**src/rtl/nrs_cinit_gen_if.sv**
```systemverilog
// Request/result bundle between the NRS value generator and the cinit engine.
interface nrs_cinit_gen_if #(
  parameter int WIDTH   = 18,
  parameter int WIDTH_B = 9
);
  logic                 run;
  logic [WIDTH_B-1:0]   N_cell_ID;
  logic [4:0]           slot;
  logic [WIDTH+9:0]     cinit;
  logic                 valid;

  modport master (output run, N_cell_ID, slot, input cinit, valid);
  modport slave  (input run, N_cell_ID, slot, output cinit, valid);
endinterface

```
**src/rtl/nrs_cinit_gen_top.sv**
```systemverilog
// NB-IoT NRS Gold-sequence seed: cinit = 2^10*A*B + B, A = 7*(ns+1)+l+1, B = 2*N_cell_ID+1.
// Runs alternate l=5 / l=6; a serial radix-4 shift-add multiplier gives latency 6 (l=5) or 7 (l=6).
module nrs_cinit_gen_top #(
  parameter int WIDTH   = 18,
  parameter int WIDTH_A = 8,
  parameter int WIDTH_B = 9
) (
  input  logic               clk,
  input  logic               rst,
  nrs_cinit_gen_if.slave     bus
);

  localparam int CW    = WIDTH + 10;
  localparam int STEPS = (WIDTH_A + 1) / 2;

  typedef enum logic [2:0] {
    S_IDLE  = 3'd0,
    S_PREP  = 3'd1,
    S_MUL   = 3'd2,
    S_PAD   = 3'd3,
    S_WRITE = 3'd4
  } state_e;

  state_e             state_q, state_d;
  logic               toggle_q, toggle_d;
  logic               l6_q, l6_d;
  logic [WIDTH_B-1:0] n_q, n_d;
  logic [4:0]         ns_q, ns_d;
  logic [WIDTH_A-1:0] a_q, a_d;
  logic [WIDTH_B:0]   b_q, b_d;
  logic [WIDTH-1:0]   bsh_q, bsh_d;
  logic [WIDTH-1:0]   acc_q, acc_d;
  logic [2:0]         step_q, step_d;
  logic [CW-1:0]      cinit_q, cinit_d;
  logic               valid_q, valid_d;
  logic [WIDTH-1:0]   pp0_s, pp1_s;

  // Two partial products per step: bits 0 and 1 of the remaining multiplier.
  always_comb begin
    pp0_s = a_q[0] ? bsh_q : {WIDTH{1'b0}};
    pp1_s = a_q[1] ? {bsh_q[WIDTH-2:0], 1'b0} : {WIDTH{1'b0}};
  end

  // Next-state and datapath control.
  always_comb begin
    state_d  = state_q;
    toggle_d = toggle_q;
    l6_d     = l6_q;
    n_d      = n_q;
    ns_d     = ns_q;
    a_d      = a_q;
    b_d      = b_q;
    bsh_d    = bsh_q;
    acc_d    = acc_q;
    step_d   = step_q;
    cinit_d  = cinit_q;
    valid_d  = 1'b0;
    case (state_q)
      S_IDLE: begin
        if (bus.run) begin
          n_d      = bus.N_cell_ID;
          ns_d     = bus.slot;
          l6_d     = toggle_q;
          toggle_d = ~toggle_q;
          state_d  = S_PREP;
        end else begin
          state_d  = S_IDLE;
        end
      end
      S_PREP: begin
        // 7*(ns+1)+l+1 folds to 7*ns+13 (l=5) or 7*ns+14 (l=6).
        a_d     = WIDTH_A'(ns_q) * WIDTH_A'(3'd7)
                + (l6_q ? WIDTH_A'(4'd14) : WIDTH_A'(4'd13));
        b_d     = {n_q, 1'b1};
        bsh_d   = WIDTH'({n_q, 1'b1});
        acc_d   = {WIDTH{1'b0}};
        step_d  = 3'd0;
        state_d = S_MUL;
      end
      S_MUL: begin
        acc_d  = acc_q + pp0_s + pp1_s;
        bsh_d  = {bsh_q[WIDTH-3:0], 2'b00};
        a_d    = {2'b00, a_q[WIDTH_A-1:2]};
        step_d = step_q + 3'd1;
        if (step_q == 3'(STEPS - 1)) begin
          state_d = l6_q ? S_PAD : S_WRITE;
        end else begin
          state_d = S_MUL;
        end
      end
      S_PAD: begin
        state_d = S_WRITE;
      end
      S_WRITE: begin
        cinit_d = {acc_q, 10'b0} + CW'(b_q);
        valid_d = 1'b1;
        state_d = S_IDLE;
      end
      default: begin
        state_d = S_IDLE;
      end
    endcase
  end

  // State and datapath registers; reset aborts any run and rewinds l to 5.
  always_ff @(posedge clk or negedge rst) begin
    if (!rst) begin
      state_q  <= S_IDLE;
      toggle_q <= 1'b0;
      l6_q     <= 1'b0;
      n_q      <= {WIDTH_B{1'b0}};
      ns_q     <= 5'd0;
      a_q      <= {WIDTH_A{1'b0}};
      b_q      <= {(WIDTH_B+1){1'b0}};
      bsh_q    <= {WIDTH{1'b0}};
      acc_q    <= {WIDTH{1'b0}};
      step_q   <= 3'd0;
      cinit_q  <= {CW{1'b0}};
      valid_q  <= 1'b0;
    end else begin
      state_q  <= state_d;
      toggle_q <= toggle_d;
      l6_q     <= l6_d;
      n_q      <= n_d;
      ns_q     <= ns_d;
      a_q      <= a_d;
      b_q      <= b_d;
      bsh_q    <= bsh_d;
      acc_q    <= acc_d;
      step_q   <= step_d;
      cinit_q  <= cinit_d;
      valid_q  <= valid_d;
    end
  end

  assign bus.cinit = cinit_q;
  assign bus.valid = valid_q;

endmodule

```
**src/flat_wrapper.sv**
```systemverilog
// flat-port wrapper written by rule: the top's interface ports become plain ports
module nrs_cinit_gen_top_flat 
#(
  parameter int WIDTH   = 18,
  parameter int WIDTH_A = 8,
  parameter int WIDTH_B = 9
)
  (clk, rst, bus_run, bus_N_cell_ID, bus_slot, bus_cinit, bus_valid);
  nrs_cinit_gen_if #(.WIDTH(WIDTH), .WIDTH_B(WIDTH_B)) bus_i ();
  input  logic clk;
  input  logic rst;
  input wire logic [$bits(bus_i.run)-1:0] bus_run;
  input wire logic [$bits(bus_i.N_cell_ID)-1:0] bus_N_cell_ID;
  input wire logic [$bits(bus_i.slot)-1:0] bus_slot;
  output wire logic [$bits(bus_i.cinit)-1:0] bus_cinit;
  output wire logic [$bits(bus_i.valid)-1:0] bus_valid;
  assign bus_i.run = bus_run;
  assign bus_i.N_cell_ID = bus_N_cell_ID;
  assign bus_i.slot = bus_slot;
  assign bus_cinit = bus_i.cinit;
  assign bus_valid = bus_i.valid;
  nrs_cinit_gen_top #(.WIDTH(WIDTH), .WIDTH_A(WIDTH_A), .WIDTH_B(WIDTH_B)) u_core (.clk(clk), .rst(rst), .bus(bus_i));
endmodule
```
**config.mk**
```make
export PLATFORM = sky130hd
export DESIGN_NAME = nrs_cinit_gen_top_flat
export DESIGN_NICKNAME = d
export VERILOG_FILES = /design/src/rtl/nrs_cinit_gen_if.sv /design/src/rtl/nrs_cinit_gen_top.sv /design/src/flat_wrapper.sv
export SDC_FILE = /design/constraint.sdc
export NUM_CORES = 1
export LEC_CHECK = 0
export ABC_AREA = 1
export CELL_PAD_IN_SITES_DETAIL_PLACEMENT = 0
export CELL_PAD_IN_SITES_GLOBAL_PLACEMENT = 1
export CORE_MARGIN = 1.5
export CORE_UTILIZATION = 40
export DETAILED_ROUTE_END_ITERATION = 6
export PLACE_DENSITY_LB_ADDON = 0.3
export SLEW_MARGIN = 10
export SYNTH_ARGS = -nofsm -noshare
export SYNTH_HDL_FRONTEND = slang
export SYNTH_SLANG_ARGS = --single-unit
```
**constraint.sdc**
```tcl
create_clock -name clk -period 7.7 [get_ports clk]
set_input_delay 1.54 -clock clk [delete_from_list [all_inputs] [get_ports clk]]
set_output_delay 1.54 -clock clk [all_outputs]
set_load 0.05 [all_outputs]
```
==> results.ini <==
[power_and_ir_drop]
power_leakage_nw = 3.696
p_per_area_nw_per_um2 = 444.9
p_total_mw = 3.093
peakVddDrop_uv = 228.1

[clocking]
cts_max_level = 3
postCtsSetupRepairBufs = 0
clk_path_buf_depth = 2
cts_hold_buf = 0
cts_tree = yes
clkSinkCount = 105
cts_inserted_buffers = 9
clock-root-buffer = clkbuf_16
insertion_delay_ps = 360
clkTransAtPathRegs_ps = 80
postCtsResizedCells = 0

[cells_and_area]
regArea_um2 = 2628
post-route-util_pct = 47.47
syn_to_final_growth_pct = 14.72
final_cell_area_um2 = 6952
diodes = 0
nets = 851
multi_input_area_um2 = 2773
fillCellCount = 1457
final_layout_size_suffix_gt1_share_pct = 5.115

[sta]
final_hold_viol_count = 0
fin_setup_tns_ps = 0
slew-limit-headroom_pct = 30.92
max_freq_ghz = 0.3233
period_share_pct = 40.17
period_needed_ps = 3093
rsz0062_at_grt = false
worst_pin_slew_ps = 1036
hold_slack_ps = 450.6
setup_viol = 0
slew_violations = 0
clock_skew_ps = 7.523

[synth]
synth-seq-area-share_pct = 43.36
ys_ff_latch = 105
yosys.area.top_type = dfrtp_1
ys_top_cells_by_area = dfrtp_1, nand2_1, inv_1, ha_1, fa_1
syn_nets = 815
yosysWarningCount = 0
synth_top_area_share_pct = 43.36
syn-cell-area_um2 = 6060
ys_types = 36
synthCells = 741
synth.avg_cell_area_um2 = 8.178

[detailed_routing]
wl_per_cell_um = 13.25
postRouteAntennaNets = 0
vias_per_cell = 4.773
wl_mm = 12.80
drtIter0Drc = 197
post-route-drc-count = 0
firstDrtPassIters = 6
vias = 4611

[critical_path]
slowest_delay_ps = 820
cp_cell_sequence = clkdlybuf4s50_1
critPathArrivalTime_ps = 1550
crit_path_start_kind = flop
endpoint_kind = output pin
path_buf_inv = 1
cp.required_ps = 6160
cpMaxStageDelayCell = clkdlybuf4s50_1
worstSetupPathType = reg2out
path_max_fanout = 2
critical-path-top-delay-family = buffers and inverters

[grt]
grt_use_total_pct = 17.52
grt_pass1_wl_mm = 22.36
antenna_found_initial = 0
grt_max_degree = 85
grt_pass1_vias = 4721
gr-total-overflow = 0

[floorplan]
initial_core_util_pct = 41.38
core_region_area_um2 = 14640
die_y_um = 126.1
ios = 46
die_w_um = 126.1
num_rows = 44
die-area_um2 = 15900

[run_status]
status = finished clean

[place]
dpl_cell_area_um2 = 6636
dp_hpwl_mm = 9.424
io_buffers = 45
place_congestion = 0.8171

[flow_run]
maxCapViolCount = 0

[worst_hold_path]
hold_class = reg2reg

[sequential cells by signal, indices dropped and copies added (netlist names)]
name              flops
u_core.n_q            9
u_core.bus.valid      1
u_core.state_q        3
u_core.toggle_q       1
u_core.step_q         3
u_core.ns_q           5
u_core.bus.cinit     28
u_core.a_q            8
u_core.l6_q           1
u_core.b_q           10
u_core.bsh_q         18
u_core.acc_q         18
[cell usage after synthesis]
| library cell | number |
|---|---|
| nand3_1 | 35 |
| clkbuf_2 | 2 |
| nand3_2 | 2 |
| nand2_1 | 231 |
| nand3b_1 | 3 |
| o221ai_1 | 1 |
| o21ai_1 | 1 |
| xor2_1 | 1 |
| inv_2 | 2 |
| a31oi_1 | 1 |
| o21bai_1 | 1 |
| a21oi_1 | 21 |
| xnor2_1 | 1 |
| inv_1 | 141 |
| dfrtp_1 | 105 |
| fa_1 | 21 |
| nor2_2 | 1 |
| or2_2 | 4 |
| and2_1 | 1 |
| mux2_4 | 6 |
| and2_2 | 1 |
| ha_1 | 36 |
| clkbuf_1 | 3 |
| o21ai_0 | 61 |
| buf_2 | 12 |
| o211ai_1 | 3 |
| buf_4 | 1 |
| nor2_1 | 19 |
| buf_6 | 2 |
| mux2_2 | 3 |
| buf_1 | 2 |
| inv_4 | 1 |
| nor3_1 | 5 |
| nand4_1 | 1 |
| a22o_1 | 1 |
| o22ai_1 | 9 |
[metrics by stage]
| step | setup slack [ps] | cells |
|---|---|---|
| floorplan | 5253 | 741 |
| global placement | 4712 | 950 |
| detailed placement | 4673 | 950 |
| CTS | 4584 | 966 |
| global route | 4522 | 966 |
| finish | 4607 | 966 |
[where the power goes]
group | internal, mW | switching (mW) | total, mW
registers | 0.783 | 0.162 | 0.945
logic | 0.597 | 1.07 | 1.67
clock network | 0.240 | 0.236 | 0.476
[cell type report]
cell class                      count  area share, %
Clock inverter                      6          1.098
Inverter                          144          7.811
Timing Repair Buffer               47          6.659
Sequential cell                   105          37.80
Clock buffer                       10          3.438
Tap cell                          184          3.312
Multi-Input combinational cell    470          39.88
[per-layer routing]
layer | global-route usage [%] | wire length (um) | up-vias
li1 | - | - | 2356
met1 | 23.58 | 6232 | 2173
met3 | 3.568 | 420 | 20
met2 | 28.60 | 5906 | 62
met4 | 5.477 | 239 | 0
met5 | 0 | 0 | -
[layout by cell type (no fill, tap or decap), types with 19 or more instances in the layout]
cell	netlist	routed
inv_1	141	141
fa_1	21	21
o21ai_0	61	61
nand3_1	35	35
nand2_1	231	230
clkdlybuf4s50_1	0	44
dfrtp_1	105	105
nor2_1	19	19
ha_1	36	36
a21oi_1	21	21
[path summary, 6_finish.rpt]
check | start | to | slack (ps) | depth (start not counted)
max | u_core.bus.cinit[1]$_DFFE_PN0P_ | bus_cinit[1] | 4610 | 1
min | u_core.b_q[0]$_DFFE_PN0P_ | u_core.b_q[0]$_DFFE_PN0P_ | 450 | 2
max reg2reg | u_core.a_q[1]$_DFFE_PN0P_ | u_core.acc_q[15]$_DFFE_PN0P_ | 4780 | 13
min reg2reg | u_core.b_q[0]$_DFFE_PN0P_ | u_core.b_q[0]$_DFFE_PN0P_ | 450 | 2
max in group asynchronous | rst | u_core.bsh_q[17]$_DFFE_PN0P_ | 5310 | 2
min in group asynchronous | rst | u_core.acc_q[6]$_DFFE_PN0P_ | 1070 | 1
[logic make-up (layout without fill, tap and decap cells)]
| group | Yosys count | count (layout) | synth area share, % |
|---|---|---|---|
| buffers and inverters | 166 | 207 | 10.92 |
| adder cells (fa/ha/maj) | 57 | 57 | 14.37 |
| XOR/XNOR | 2 | 2 | 0.2891 |
| multiplexers | 9 | 9 | 2.044 |
| flip-flops | 105 | 105 | 43.36 |
| AO/OA/AOI/OAI | 99 | 99 | 8.672 |
| AND/OR/NAND/NOR | 303 | 303 | 20.34 |
No activity file was read; power rests on OpenSTA's default activity.
